## src/rtl/present_encoder_if.sv

```systemverilog
// Handshake and data bundle between a PRESENT-80 encoder and its client.
// The master drives key/plaintext requests; the slave returns status and ciphertext.
interface present_encoder_if;
  logic        key_load;
  logic [79:0] key_in;
  logic        start;
  logic [63:0] pt_in;
  logic        busy;
  logic        done;
  logic [63:0] ct_out;

  modport master (output key_load, key_in, start, pt_in,
                  input  busy, done, ct_out);
  modport slave  (input  key_load, key_in, start, pt_in,
                  output busy, done, ct_out);
endinterface

```

## src/rtl/present_encoder.sv

```systemverilog
// Iterative PRESENT-80 encryption engine: one full round per clock, then a final
// whitening step that registers the ciphertext and pulses done.
module present_encoder #(
  parameter int NR_ROUNDS = 31
) (
  input  logic            clk,
  input  logic            n_reset,
  present_encoder_if.slave bus
);

  localparam logic [4:0] LAST_ROUND = 5'(NR_ROUNDS);

  typedef enum logic [1:0] {
    IDLE  = 2'd0,
    RUN   = 2'd1,
    FINAL = 2'd2
  } fsm_t;

  fsm_t        fsm_r;
  logic [79:0] key_r;
  logic [79:0] rk_r;
  logic [63:0] state_r;
  logic [4:0]  round_r;
  logic [63:0] ct_r;
  logic        busy_r;
  logic        done_r;

  logic [63:0] round_out_s;
  logic [79:0] rk_next_s;

  function automatic logic [3:0] sbox(input logic [3:0] x);
    logic [3:0] y;
    case (x)
      4'h0: y = 4'hC;
      4'h1: y = 4'h5;
      4'h2: y = 4'h6;
      4'h3: y = 4'hB;
      4'h4: y = 4'h9;
      4'h5: y = 4'h0;
      4'h6: y = 4'hA;
      4'h7: y = 4'hD;
      4'h8: y = 4'h3;
      4'h9: y = 4'hE;
      4'hA: y = 4'hF;
      4'hB: y = 4'h8;
      4'hC: y = 4'h4;
      4'hD: y = 4'h7;
      4'hE: y = 4'h1;
      4'hF: y = 4'h2;
      default: y = 4'h0;
    endcase
    return y;
  endfunction

  function automatic logic [63:0] s_layer(input logic [63:0] x);
    logic [63:0] y;
    y = 64'h0;
    for (int i = 0; i < 16; i++) begin
      y[4*i +: 4] = sbox(x[4*i +: 4]);
    end
    return y;
  endfunction

  // Bit i lands on (16*i) mod 63; bit 63 is a fixed point of the permutation.
  function automatic logic [63:0] p_layer(input logic [63:0] x);
    logic [63:0] y;
    y = 64'h0;
    for (int i = 0; i < 63; i++) begin
      y[(16*i) % 63] = x[i];
    end
    y[63] = x[63];
    return y;
  endfunction

  function automatic logic [79:0] key_update(input logic [79:0] k, input logic [4:0] rnd);
    logic [79:0] r;
    r          = {k[18:0], k[79:19]};
    r[79:76]   = sbox(r[79:76]);
    r[19:15]   = r[19:15] ^ rnd;
    return r;
  endfunction

  // Combinational round datapath and key schedule step.
  always_comb begin
    round_out_s = p_layer(s_layer(state_r ^ rk_r[79:16]));
    rk_next_s   = key_update(rk_r, round_r);
  end

  // Control FSM with all datapath and output registers.
  always_ff @(posedge clk or negedge n_reset) begin
    if (!n_reset) begin
      fsm_r   <= IDLE;
      key_r   <= 80'h0;
      rk_r    <= 80'h0;
      state_r <= 64'h0;
      round_r <= 5'd0;
      ct_r    <= 64'h0;
      busy_r  <= 1'b0;
      done_r  <= 1'b0;
    end else begin
      done_r <= 1'b0;
      case (fsm_r)
        IDLE: begin
          if (bus.key_load) begin
            key_r <= bus.key_in;
          end
          if (bus.start) begin
            state_r <= bus.pt_in;
            rk_r    <= bus.key_load ? bus.key_in : key_r;
            round_r <= 5'd1;
            busy_r  <= 1'b1;
            fsm_r   <= RUN;
          end
        end
        RUN: begin
          state_r <= round_out_s;
          rk_r    <= rk_next_s;
          if (round_r == LAST_ROUND) begin
            fsm_r <= FINAL;
          end else begin
            round_r <= round_r + 5'd1;
          end
        end
        FINAL: begin
          ct_r   <= state_r ^ rk_r[79:16];
          done_r <= 1'b1;
          busy_r <= 1'b0;
          fsm_r  <= IDLE;
        end
        default: begin
          busy_r <= 1'b0;
          fsm_r  <= IDLE;
        end
      endcase
    end
  end

  assign bus.busy   = busy_r;
  assign bus.done   = done_r;
  assign bus.ct_out = ct_r;

endmodule

```

## src/flat_wrapper.sv

```systemverilog
// flat-port wrapper written by rule: the top's interface ports become plain ports
module present_encoder_flat 
#(
  parameter int NR_ROUNDS = 31
)
  (clk, n_reset, bus_key_load, bus_key_in, bus_start, bus_pt_in, bus_busy, bus_done, bus_ct_out);
  present_encoder_if bus_i ();
  input  logic clk;
  input  logic n_reset;
  input wire logic [$bits(bus_i.key_load)-1:0] bus_key_load;
  input wire logic [$bits(bus_i.key_in)-1:0] bus_key_in;
  input wire logic [$bits(bus_i.start)-1:0] bus_start;
  input wire logic [$bits(bus_i.pt_in)-1:0] bus_pt_in;
  output wire logic [$bits(bus_i.busy)-1:0] bus_busy;
  output wire logic [$bits(bus_i.done)-1:0] bus_done;
  output wire logic [$bits(bus_i.ct_out)-1:0] bus_ct_out;
  assign bus_i.key_load = bus_key_load;
  assign bus_i.key_in = bus_key_in;
  assign bus_i.start = bus_start;
  assign bus_i.pt_in = bus_pt_in;
  assign bus_busy = bus_i.busy;
  assign bus_done = bus_i.done;
  assign bus_ct_out = bus_i.ct_out;
  present_encoder #(.NR_ROUNDS(NR_ROUNDS)) u_core (.clk(clk), .n_reset(n_reset), .bus(bus_i));
endmodule
```

## config.mk

```make
export PLATFORM = sky130hd
export DESIGN_NAME = present_encoder_flat
export DESIGN_NICKNAME = d
export VERILOG_FILES = /design/src/rtl/present_encoder_if.sv /design/src/rtl/present_encoder.sv /design/src/flat_wrapper.sv
export SDC_FILE = /design/constraint.sdc
export NUM_CORES = 1
export LEC_CHECK = 0
export ABC_CLOCK_PERIOD_IN_PS = 2500
export CELL_PAD_IN_SITES_DETAIL_PLACEMENT = 0
export CELL_PAD_IN_SITES_GLOBAL_PLACEMENT = 1
export CORE_MARGIN = 8
export CORE_UTILIZATION = 50
export CTS_CLUSTER_DIAMETER = 30
export DETAILED_ROUTE_END_ITERATION = 10
export DONT_BUFFER_PORTS = 1
export PLACE_DENSITY = 0.88
export SKIP_CTS_REPAIR_TIMING = 1
export SLEW_MARGIN = 20
export SYNTH_ARGS = -nofsm -noshare
export SYNTH_HDL_FRONTEND = slang
export SYNTH_SLANG_ARGS = --single-unit
export TNS_END_PERCENT = 30
```

## constraint.sdc

```tcl
create_clock -name clk -period 2.5 [get_ports clk]
set_input_delay 0.625 -clock clk [delete_from_list [all_inputs] [get_ports clk]]
set_output_delay 0.625 -clock clk [all_outputs]
set_load 0.005 [all_outputs]
```

# Word-level counts from Yosys, hierarchy flattened
# Memories as Yosys holds them, arrays and structs flattened.
# Cells that the tools add are included.
dict set report totals {
  reg_bits 297
  rom_bits 1088
  input_bits 148
  output_inout_bits 66
  wordCells 55
  memories 17
}
dict set report op_classes {
  n_addsub 1
  n_eq_ne 6
  mux 14
  n_bitwise 3
  reduce_logical 6
}
# memory depth word_bits rd rd_clocked_by_memory_dff write_ports line
set mem_list {}
lappend mem_list {{(no name shown)} 16 4 1 0 0 present_encoder.sv:33} ;# case (x)
lappend mem_list {{(no name shown)} 16 4 1 0 0 present_encoder.sv:33}
lappend mem_list {{(no name shown)} 16 4 1 0 0 present_encoder.sv:33}
lappend mem_list {{(no name shown)} 16 4 1 0 0 present_encoder.sv:33}
lappend mem_list {{(no name shown)} 16 4 1 0 0 present_encoder.sv:33}
lappend mem_list {{(no name shown)} 16 4 1 0 0 present_encoder.sv:33}
lappend mem_list {{11 more memories} n/a n/a n/a n/a n/a n/a}
# operator count
set op_table {}
lappend op_table {{two-way mux 80 bit} 2}
lappend op_table {{case mux 80 bit (2 select lines)} 1}
lappend op_table {{case mux 64 bit (2 select lines)} 1}
lappend op_table {{two-way mux 64 bit} 1}
lappend op_table {{bitwise XOR 64 bit} 1}
lappend op_table {{two-way mux 5 bit} 2}
lappend op_table {{case mux 5 bit (2 select lines)} 1}
lappend op_table {{AND reduction 2 bit} 3}
lappend op_table {{adder 5 x 1 -> 5 bit, second input constant} 1}
lappend op_table {{== test 5 bit, second input constant} 1}
lappend op_table {{bitwise XOR 5 bit} 1}
lappend op_table {{two-way mux 2 bit} 2}
lappend op_table {{inequality test 2 bit, second input constant} 2}
lappend op_table {{case mux 2 bit (2 select lines)} 1}
lappend op_table {{AND reduction 3 bit} 1}
lappend op_table {{== test 2 x 1 -> 1 bit, second input constant} 1}
lappend op_table {{== test 2 bit, second input constant} 1}
lappend op_table {{zero test 2 bit} 1}
lappend op_table {{two-way mux 1 bit} 2}
lappend op_table {{inequality test 2 x 1 -> 1 bit, second input constant} 1}
lappend op_table {{case mux 1 bit (2 select lines)} 1}
lappend op_table {{nonzero test 2 bit} 1}
lappend op_table {{NOT 1 bit} 1}

# Depth between registers and ports, before layout
# Gate-level depths: netlist (run 1).
dict set report depth {
  word_depth 3
  mapped_depth 8
  ltp_nobuf 7
}

# Worst setup path after synthesis (run 1)
# Ideal clock, no wire load.
dict set report synth_path {
  path_kind {reg2reg}
  from {register u_core.rk_r[76]}
  to {register u_core.state_r[47]}
  setup_ns 0.127
  t_arrival_ns 1.834
  required_time_ns 2.373
  slack_ns 0.538
  stages_incl_launch_ff 7
  path_buffers 0
  period_less_slack_ns 1.962
  path_cell_list {dfrtp_1 -> xnor2_1 -> inv_1 -> ha_1 -> mux4_2 -> a222oi_1 -> inv_1}
}
dict set report synth_between {
  elab_chain_len 3
}
# item line
set synth_rtl {}
lappend synth_rtl {{start, declared} present_encoder.sv:21} ;# logic [79:0] rk_r;
lappend synth_rtl {{start signal, assigned} present_encoder.sv:109} ;# rk_r <= bus.key_load ? bus.key_in : key_r;
lappend synth_rtl {{start signal, assigned} present_encoder.sv:117} ;# rk_r <= rk_next_s;
lappend synth_rtl {{bitwise XOR 64 bit} present_encoder.sv:85} ;# round_out_s = p_layer(s_layer(state_r ^ rk_r[79:16]));
lappend synth_rtl {{memory (16 x 4 bit)} n/a}
lappend synth_rtl {{case mux 64 bit (2 select lines)} present_encoder.sv:102} ;# case (fsm_r)
lappend synth_rtl {{end signal, assigned} present_encoder.sv:108} ;# state_r <= bus.pt_in;
lappend synth_rtl {{end signal, assigned} present_encoder.sv:116} ;# state_r <= round_out_s;
lappend synth_rtl {{end, declared} present_encoder.sv:22} ;# logic [63:0] state_r;
# No other way between the ends.
# A chain may end at the register's enable or synchronous reset.

# Worst setup path in the final report (run 1)
dict set report layout_path {
  from {register u_core.rk_r[57]}
  to {register u_core.state_r[42]}
}
# The elaborated chain is that of the path after synthesis.

==> summary.txt, run 1 <==
Run status
  • Status: finished with violations
  • Violated checks: hold timing

Drt
  • Via density: 6.11
  • Detailed Route WL: 54400 um
  • Initial DRT Pass Iterations: 6
  • Post-route ant nets: 0
  • Via count: 13419
  • # DRC: 0
  • WL/cell: 24.7 um
  • DR iter-0 viols: 1430

GRT
  • First-pass GRT wire length: 82300 um
  • Met2 Resource Use GR: 40.6%
  • Number of global-route vias before repair: 13101
  • Met3 usage: 10.4%
  • Largest net degree at the start of global routing: 298
  • Initial antenna violation count: 5
  • Layer with the highest usage: met2
  • GRT Util Overall: 28.0%
  • Met1 GRT Util: 36.8%
  • Remaining Overflow, GRT: 0

Setup path
  • Startpoint Class: flip-flop
  • Critical Path Fanout Max: 7
  • Critical path class: reg -> reg
  • Buffers plus inverters on the worst setup path: 2
  • CP delay by family, top: XOR/XNOR gates
  • Crit path top cell by count: inv_1
  • Critical path required time: 2950 ps
  • Critical Path AT: 2610 ps
  • Kind of capture point of the worst setup path: flip-flop
  • Flop-to-flop setup slack: 340 ps
  • Worst-path cell chain: xnor2_1 -> inv_1 -> ha_1 -> mux4_2 -> a222oi_1 -> inv_1
  • Slowest stage cell, crit path: xnor2_1
  • CP max stage delay: 470 ps

CTS
  • Root Buffer: clkbuf_16
  • Clock tree buffer depth: 3
  • CTS Buf Count: 76
  • H-tree Lvls: 3
  • CTS sink count: 297
  • CTS tree: built
  • CTS clock-pin slew for the worst setup and hold paths: 50 ps
  • Clk Latency, worst-skew pair: 590 ps

Placed design
  • RD Place Congestion: 0.927
  • Placed Area: 17100 um2
  • Buffers on Ports: 0
  • Post-placement cell count: 2060
  • HPWL Detailed: 39300 um
  • Worst slack, placed: 368 ps

Floorplanning
  • CORE AREA: 32500 um2
  • Initial Util: 50.6%
  • # IOs: 214
  • Die Y: 197 um
  • DIE AREA: 38900 um2
  • Rows: 66
  • Die width: 197 um

Logic synthesis
  • Yosys warns: 0
  • Primary FF master, synth: dfrtp_1
  • Largest cells by area after synthesis: dfrtp_1, mux2i_1, nand2_1
  • Most common cell in the netlist: dfrtp_1
  • Number of synthesized flops with an enable pin: 0
  • Synth cell count leaders: dfrtp_1, nand2_1, o21ai_0
  • FF+latch count, synth: 297
  • Post-Syn Area: 16400 um2
  • Gate Count Post-Synth: 1673
  • Synth area leader: dfrtp_1
  • Post-synth top area share: 45.3%
  • Async set-reset flop share out of synthesis: 100%
  • Avg Inst Size Synth: 9.81 um2
  • Seq/Total Area, Yosys: 45.3%
  • Syn_nets: 1876
  • Synth cell types: 53

Timing
  • Slew @ Worst Pin: 994 ps
  • Post-route setup slack: 343 ps
  • Slew HR: 33.7%
  • Final setup fails: 0
  • Tcrit/Tclk final: 86.3%
  • Final Max Tran Viols: 0
  • Minimum clock period after layout: 2160 ps
  • Clock Skew: 14.5 ps
  • Hold WS: -260 ps
  • Hold Fails Final Rpt: 297
  • RSZ-0062 raised after global routing: no
  • Setup TNS: 0 ps
  • Peak Freq: 464 MHz

Power
  • Worst VDD drop: 0.000784 V
  • P_leak: 9.24 nW
  • Pwr per Cell Area: 1880 nW/um2

Flow run
  • Max capacitance violation total: 0

Finish
  • Cell area after layout: 19700 um2
  • Final Util: 60.7%
  • Fill cells: 2690
  • Share of cells above drive strength 1: 15.4%
  • Non-Filler Instances: 2198
  • # nets final: 1899
  • Area delta synth->final: 20.1%

Hold path
  • HP Class: in -> async
==> area by class of cell <==
cell class,count,area [um2],share of cell area [%]
diodes,2,5.00,0.0254
clock buffers,100,2150,10.9
clock inverters,36,495,2.51
inverters,82,308,1.56
multi-input cells,1177,8210,41.6
flip-flops and latches,297,7440,37.7
well taps,442,553,2.81
repair buffers,62,553,2.81
==> logic make-up (layout without fill, tap and decap cells) <==
group	count (synthesis)	in the layout	share of synthesized area (%)
AOI/OAI and AO/OA	496	496	20.0
and+or+nand+nor	400	400	10.1
DFF	297	297	45.3
buffers and inverters	199	280	4.87
muxes	129	129	9.37
xor gates and xnor gates	97	97	6.23
adders and majority gates	55	55	4.19
other	0	2	0
==> final timing paths <==
path / cells past startpoint / end / startpoint
hold / removal: 0 / u_core.bus.ct_out[3] / n_reset
setup reg to reg: 6 / u_core.state_r[42] / u_core.rk_r[57]
hold reg to reg: 2 / u_core.key_r[73] / u_core.key_r[73]
min in group clk: 2 / u_core.state_r[4] / bus_pt_in[4]
max in group asynchronous: 0 / u_core.fsm_r[0] / n_reset
setup / recovery: 6 / u_core.state_r[42] / u_core.rk_r[57]
==> sequential cells by signal, summed over array words and instances (netlist names) <==
name and flops:
u_core.key_r 80, u_core.rk_r 80, u_core.bus.ct_out 64, u_core.state_r 64, u_core.round_r 5, u_core.fsm_r 2
u_core.bus.busy 1, u_core.bus.done 1
==> metal layers <==
metal | vias up | part of all wire, % | wire length (um)
met4 | 6 | 4.4 | 2370
li1 | 6041 | - | -
met2 | 673 | 43 | 23500
met3 | 141 | 12 | 6600
met5 | - | 0.064 | 35
met1 | 6558 | 40 | 21900
==> worst register-to-register path: stages, from the launching register on <==
cell and delay [ps]:
dfrtp_1 400, xnor2_1 470, inv_1 90, ha_1 300, mux4_2 450, a222oi_1 240
inv_1 80
==> stage by stage <==
stage          hold WS [ps]  power [mW]
6_report               -260        37.0
5_1_grt                -284        39.5
4_1_cts                -274        36.9
3_5_place_dp            341        26.7
3_3_place_gp            341        26.1
2_1_floorplan           329        21.3
==> report_power, final <==
group | switching [mW] | total [mW] | internal (mW) | leakage [nW]
clock network | 3.07 | 9.93 | 6.86 | 1.27
logic | 9.47 | 17.5 | 7.99 | 4.32
registers | 2.58 | 9.66 | 7.08 | 3.65
total | 15.1 | 37.0 | 21.9 | 9.24
==> cell usage in the layout (no fill, tap or decap), types with 23 or more instances in the layout <==
cell type,instances
buf_4,55
a21oi_1,59
xnor2_1,51
clkbuf_16,76
nand2_1,223
dfrtp_1,296
nand3_1,32
mux2_2,26
inv_1,78
o22ai_1,28
o31ai_1,46
a22o_1,49
ha_1,55
mux2i_1,86
o21ai_0,147
xor2_1,23
nor2_1,105
a22oi_1,50
No activity file was read; power rests on OpenSTA's default activity.
==> run 2: changes to the inputs <==
--- a/config.mk
+++ b/config.mk
@@ -9,11 +9,11 @@
 export CELL_PAD_IN_SITES_DETAIL_PLACEMENT = 0
 export CELL_PAD_IN_SITES_GLOBAL_PLACEMENT = 1
 export CORE_MARGIN = 8
-export CORE_UTILIZATION = 50
+export CORE_UTILIZATION = 41
 export CTS_CLUSTER_DIAMETER = 30
 export DETAILED_ROUTE_END_ITERATION = 10
 export DONT_BUFFER_PORTS = 1
-export PLACE_DENSITY = 0.88
+export PLACE_DENSITY = 0.76
 export SKIP_CTS_REPAIR_TIMING = 1
 export SLEW_MARGIN = 20
 export SYNTH_ARGS = -nofsm -noshare
==> run 2 against run 1 <==
The run still ends with hold timing left. Count of clock-buffer cells in the layout grew 8. Sequential cell count is the same. Highest routed layer unchanged. First-iteration DRC count down 15%.
==> summary.txt, run 2 (same netlist as run 1, synthesis figures left out) <==
Setup path
  • Critical Path Fanout Max: 7 (unchanged)
  • R2R Path End: u_core.state_r[47]
  • Worst r2r src: u_core.rk_r[77]
  • Startpoint Class: flip-flop
  • Flop-to-flop setup slack: 280 ps (-70 ps)
  • R2R depth: 6 (unchanged)
  • Kind of capture point of the worst setup path: flip-flop
  • Critical path required time: 2950 ps (about the same)
  • Critical path class: reg -> reg
  • Critical Path AT: 2670 ps (+60 ps)

Timing
  • Tcrit/Tclk final: 88.9% (+2.7 points)
  • Final Max Tran Viols: 0 (unchanged)
  • Final setup fails: 0 (unchanged)
  • Setup TNS: 0 ps (unchanged)
  • Slew HR: 35.2% (+1.4 points)
  • Minimum clock period after layout: 2220 ps (+66.9 ps)
  • Hold Fails Final Rpt: 297 (unchanged)
  • Slew @ Worst Pin: 966 ps (-28.3 ps)
  • RSZ-0062 raised after global routing: no
  • Clock Skew: 14.4 ps (-0.128 ps)
  • Hold WS: -251 ps (+9.24 ps)
  • Peak Freq: 450 MHz (-3.0%)

Run status
  • Status: finished with violations
  • Violated checks: hold timing

Drt
  • DR iter-0 viols: 1211 (-15%)
  • Post-route ant nets: 0 (unchanged)
  • # DRC: 0 (unchanged)
  • WL/cell: 24.6 um (-0.71%)
  • Via density: 5.80 (-5.0%)
  • Detailed Route WL: 56200 um (+3.4%)
  • Initial DRT Pass Iterations: 8 (+2)
  • Via count: 13273 (-1.1%)

Floorplanning
  • DIE AREA: 46700 um2 (+20%)
  • Die Y: 216 um (+9.6%)
  • # IOs: 214 (unchanged)
  • Initial Util: 41.4% (-9.2 points)
  • CORE AREA: 39600 um2 (+22%)
  • Rows: 73 (+11%)
  • Die width: 216 um (+9.6%)

GRT
  • Number of global-route vias before repair: 12802 (-2.3%)
  • First-pass GRT wire length: 84300 um (+2.5%)
  • Largest net degree at the start of global routing: 298 (unchanged)
  • Remaining Overflow, GRT: 0 (unchanged)
  • Initial antenna violation count: 9 (+4)
  • GRT Util Overall: 23.8% (-4.2 points)

Flow run
  • Max capacitance violation total: 0 (unchanged)

Placed design
  • RD Place Congestion: 0.899 (-3.0%)
  • Buffers on Ports: 0 (unchanged)
  • HPWL Detailed: 40400 um (+2.8%)

Power
  • Pwr per Cell Area: 1890 nW/um2 (+0.40%)
  • P_leak: 9.40 nW (+1.7%)
  • Worst VDD drop: 0.000873 V (+11%)

Finish
  • # nets final: 1901 (+0.11%)
  • Regs by FF count: u_core.key_r: 80 flops, u_core.rk_r: 80 flops
  • Share of cells above drive strength 1: 15.9% (+0.50 points)
  • Commonest cells after routing, fill and taps aside: dfrtp_1, nand2_1, o21ai_0
  • Commonest non-fill, non-tap cell in the layout: dfrtp_1
  • Area delta synth->final: 22.5%

Hold path
  • HP Class: in -> async

CTS
  • CTS tree: built
  • Root Buffer: clkbuf_16
  • Clock tree buffer depth: 3 (unchanged)
  • Clk Latency, worst-skew pair: 580 ps (about the same)
  • H-tree Lvls: 3 (unchanged)
  • CTS sink count: 297 (unchanged)
  • CTS Buf Count: 82 (+7.9%)
  • CTS clock-pin slew for the worst setup and hold paths: 40 ps (about the same)
[run 2: changes by cell type in the layout (fill, tap and decap cells not counted), moves of 3 or more]
cell	change
bufinv_16	+4
buf_12	+3
clkbuf_16	+8
clkinv_4	+3
clkinv_2	+6
clkinv_8	-6
buf_4	-7
[run 2: worst max-delay path: stages, from the launching register on]
cell      delay (ps)
dfrtp_1          400
xnor2_1          500
inv_1            100
ha_1             310
mux4_2           450
a222oi_1         260
inv_1             80
[run 2: worst max-delay path by stage]
stage	from	endpoint	slack, ps	depth (start not counted)
3_5_place_dp	u_core.rk_r[61]	u_core.state_r[43]	310	6
6_report	u_core.rk_r[77]	u_core.state_r[47]	280	6
5_1_grt	u_core.rk_r[77]	u_core.state_r[47]	110	6
4_1_cts	u_core.rk_r[77]	u_core.state_r[47]	280	6
2_1_floorplan	u_core.rk_r[76]	u_core.state_r[47]	540	6
3_3_place_gp	u_core.rk_r[61]	u_core.state_r[43]	360	6
[run 2: final cells by class]
| type | count | area, um2 |
|---|---|---|
| Tap cell | 525 | 657 |
| Clock inverter | 40 | 551 |
| Multi-Input combinational cell | 1177 | 8210 |
| Antenna cell | 2 | 5.00 |
| Clock buffer | 108 | 2370 |
| Fill cell | 3633 | 19500 |
| Sequential cell | 297 | 7440 |
| Inverter | 82 | 308 |
| Timing Repair Buffer | 58 | 561 |
[run 2: routing by layer]
metal | vias to the layer above | wire length (um) | track usage, %
li1 | 6057 | - | -
met1 | 6582 | 24400 | 32.9
met2 | 521 | 24600 | 34.4
met3 | 99 | 5700 | 8.36
met4 | 14 | 1510 | 7.80
met5 | - | 87 | 0
[run 2: power by group]
group	internal, mW	switching [mW]	total (mW)
clock network	7.83	3.12	11.0
logic	7.99	9.36	17.4
registers	7.08	2.53	9.61
total	22.9	15.0	37.9
[run 2: through the flow]
stage | instance area, um2 | power [mW] | cells | setup WS, ps | util [%]
2_1_floorplan | 16400 | 21.3 | 1673 | 538 | -
5_1_grt | 20100 | 40.5 | 2289 | 111 | 50.7
6_report | 20100 | 37.9 | 2289 | 276 | 50.7
3_5_place_dp | 17200 | 26.8 | 2139 | 305 | 43.3
4_1_cts | 20100 | 37.9 | 2287 | 278 | 50.7
3_3_place_gp | 17200 | 26.3 | 2139 | 363 | 43.3
==> run 3: changes to the inputs <==
--- a/config.mk
+++ b/config.mk
@@ -5,15 +5,15 @@
 export SDC_FILE = /design/constraint.sdc
 export NUM_CORES = 1
 export LEC_CHECK = 0
-export ABC_CLOCK_PERIOD_IN_PS = 2500
+export ABC_CLOCK_PERIOD_IN_PS = 1800
 export CELL_PAD_IN_SITES_DETAIL_PLACEMENT = 0
 export CELL_PAD_IN_SITES_GLOBAL_PLACEMENT = 1
 export CORE_MARGIN = 8
-export CORE_UTILIZATION = 41
+export CORE_UTILIZATION = 37
 export CTS_CLUSTER_DIAMETER = 30
 export DETAILED_ROUTE_END_ITERATION = 10
 export DONT_BUFFER_PORTS = 1
-export PLACE_DENSITY = 0.76
+export PLACE_DENSITY = 0.73
 export SKIP_CTS_REPAIR_TIMING = 1
 export SLEW_MARGIN = 20
 export SYNTH_ARGS = -nofsm -noshare
==> constraint.sdc (replaced) <==
create_clock -name clk -period 1.8 [get_ports clk]
set_input_delay 0.45 -clock clk [delete_from_list [all_inputs] [get_ports clk]]
set_output_delay 0.45 -clock clk [all_outputs]
set_load 0.005 [all_outputs]
==> run 3 against run 2 <==
The flow finishes with violations (hold timing, setup timing). Count of clock-buffer cells in the layout fell by 9. Cell count rose by 9.8%. First-iteration DRC count grew 18%. Register-to-register slack lost 380 ps. Maximum frequency up 17%. Worst hold slack lost 200 ps. Critical path type unchanged. Largest power group unchanged.
==> summary.txt, run 3 (same netlist as run 1, synthesis figures left out) <==
Setup path
  • Kind of capture point of the worst setup path: flip-flop
  • Critical Path AT: 2390 ps (-280 ps)
  • Critical path class: reg -> reg
  • R2R Path End: u_core.state_r[40]
  • Flop-to-flop setup slack: -100 ps (-380 ps)
  • Critical Path Fanout Max: 3 (-4)
  • Crit path from: u_core.state_r[32]
  • CP Capture Point: u_core.state_r[40]
  • Worst r2r src: u_core.state_r[32]
  • Critical path required time: 2290 ps (-660 ps)
  • R2R depth: 5 (-1)
  • Startpoint Class: flip-flop

CTS
  • Clock tree buffer depth: 3 (unchanged)
  • CTS sink count: 297 (unchanged)
  • Clk Latency, worst-skew pair: 610 ps (+30 ps)
  • CTS Buf Count: 78 (-4.9%)
  • Root Buffer: clkbuf_16
  • CTS clock-pin slew for the worst setup and hold paths: 50 ps (about the same)
  • H-tree Lvls: 3 (unchanged)
  • CTS tree: built

Drt
  • Post-route ant nets: 0 (unchanged)
  • Via count: 13932 (+5.0%)
  • Detailed Route WL: 60700 um (+7.9%)
  • Via density: 5.54 (-4.4%)
  • DR iter-0 viols: 1431 (+18%)
  • Initial DRT Pass Iterations: 5 (-3)
  • WL/cell: 24.1 um (-1.8%)
  • # DRC: 0 (unchanged)

Floorplanning
  • Die Y: 227 um (+4.9%)
  • Die width: 227 um (+4.9%)
  • # IOs: 214 (unchanged)
  • CORE AREA: 44000 um2 (+11%)
  • DIE AREA: 51300 um2 (+10%)
  • Rows: 77 (+5.5%)
  • Initial Util: 37.3% (-4.1 points)

Finish
  • Commonest cells after routing, fill and taps aside: dfrtp_1, nand2_1, buf_4
  • Final Util: 49.6% (-1.1 points)
  • Regs by FF count: u_core.key_r: 80 flops, u_core.rk_r: 80 flops
  • # nets final: 2060 (+8.4%)
  • Commonest non-fill, non-tap cell in the layout: dfrtp_1
  • Share of cells above drive strength 1: 24.5% (+8.6 points)
  • Area delta synth->final: 33.1%

Timing
  • Clock Skew: 18.1 ps (+3.73 ps)
  • Post-route setup slack: -101 ps (-377 ps)
  • Tcrit/Tclk final: 106% (+17 points)
  • RSZ-0062 raised after global routing: yes
  • Final setup fails: 5 (+5)
  • Slew HR: 50.5% (+15 points)
  • Minimum clock period after layout: 1900 ps (-323 ps)
  • Hold Fails Final Rpt: 298 (+0.34%)
  • Hold WS: -450 ps (-199 ps)
  • Peak Freq: 526 MHz (+17%)
  • Slew @ Worst Pin: 742 ps (-223 ps)
  • Final Max Tran Viols: 0 (unchanged)

GRT
  • First-pass GRT wire length: 87800 um (+4.1%)
  • GRT Util Overall: 23.2% (-0.65 points)
  • Largest net degree at the start of global routing: 298 (unchanged)
  • Initial antenna violation count: 3 (-6)
  • Number of global-route vias before repair: 13454 (+5.1%)
  • Remaining Overflow, GRT: 0 (unchanged)

Placed design
  • Buffers on Ports: 0 (unchanged)
  • Worst slack, placed: -92.9 ps (-398 ps)
  • HPWL Detailed: 44100 um (+9.2%)
  • RD Place Congestion: 0.887 (-1.4%)

Flow run
  • Max capacitance violation total: 0 (unchanged)

Power
  • P_leak: 10.2 nW (+8.8%)
  • Pwr per Cell Area: 2630 nW/um2 (+39%)
  • Worst VDD drop: 0.00102 V (+17%)

Run status
  • Status: finished with violations
  • Violated checks: hold timing, setup timing

Hold path
  • HP Class: in -> async
run 3: critical path, stage by stage, from the launching register on:
cell and delay [ps]:
dfrtp_1 450, xor2_2 270, ha_4 240, mux4_2 460, a222oi_1 290, inv_1 70
run 3: final cells by class:
class	instances	area (um2)
fill	4005	22200
multi-input combinational	1177	8570
sequential	297	7450
clock buffer	99	2160
timing repair buffer	221	2010
tap	592	741
clock inverter	44	598
inverter	82	308
antenna	2	5.00
run 3: worst min-delay path by stage:
| stage | slack [ps] | end | startpoint | depth (start not counted) |
|---|---|---|---|---|
| after CTS | -470 | u_core.bus.ct_out[12] | n_reset | 0 |
| after floorplan | 150 | u_core.bus.busy | n_reset | 0 |
| after detailed placement | 170 | u_core.bus.ct_out[12] | n_reset | 0 |
| after global placement | 170 | u_core.bus.ct_out[10] | n_reset | 0 |
| after global routing | -480 | u_core.bus.ct_out[3] | n_reset | 0 |
| final | -450 | u_core.bus.ct_out[3] | n_reset | 0 |
run 3: per-layer routing:
layer	GRT usage, %	wire, um
met5	0	13
met1	29.9	25700
met3	7.82	5390
met4	9.31	2040
met2	35.4	27500
run 3: report_power, final:
part / switching [mW] / leakage (nW) / internal (mW) / total [mW]
Sequential: 3.30 / 3.64 / 9.86 / 13.2
Clock: 4.43 / 1.33 / 10.1 / 14.5
Combinational: 15.0 / 5.25 / 14.7 / 29.8
Total: 22.7 / 10.2 / 34.7 / 57.4
run 3: metrics by stage:
stage	area [um2]	cells	TNS, ps	total power [mW]
4_1_cts	21100	2471	-681	55.9
6_report	21800	2514	-176	57.4
5_1_grt	21800	2514	-614	61.1
2_1_floorplan	16500	1673	-231	29.9
3_5_place_dp	18400	2328	-612	41.1
3_3_place_gp	18400	2328	-205	40.3
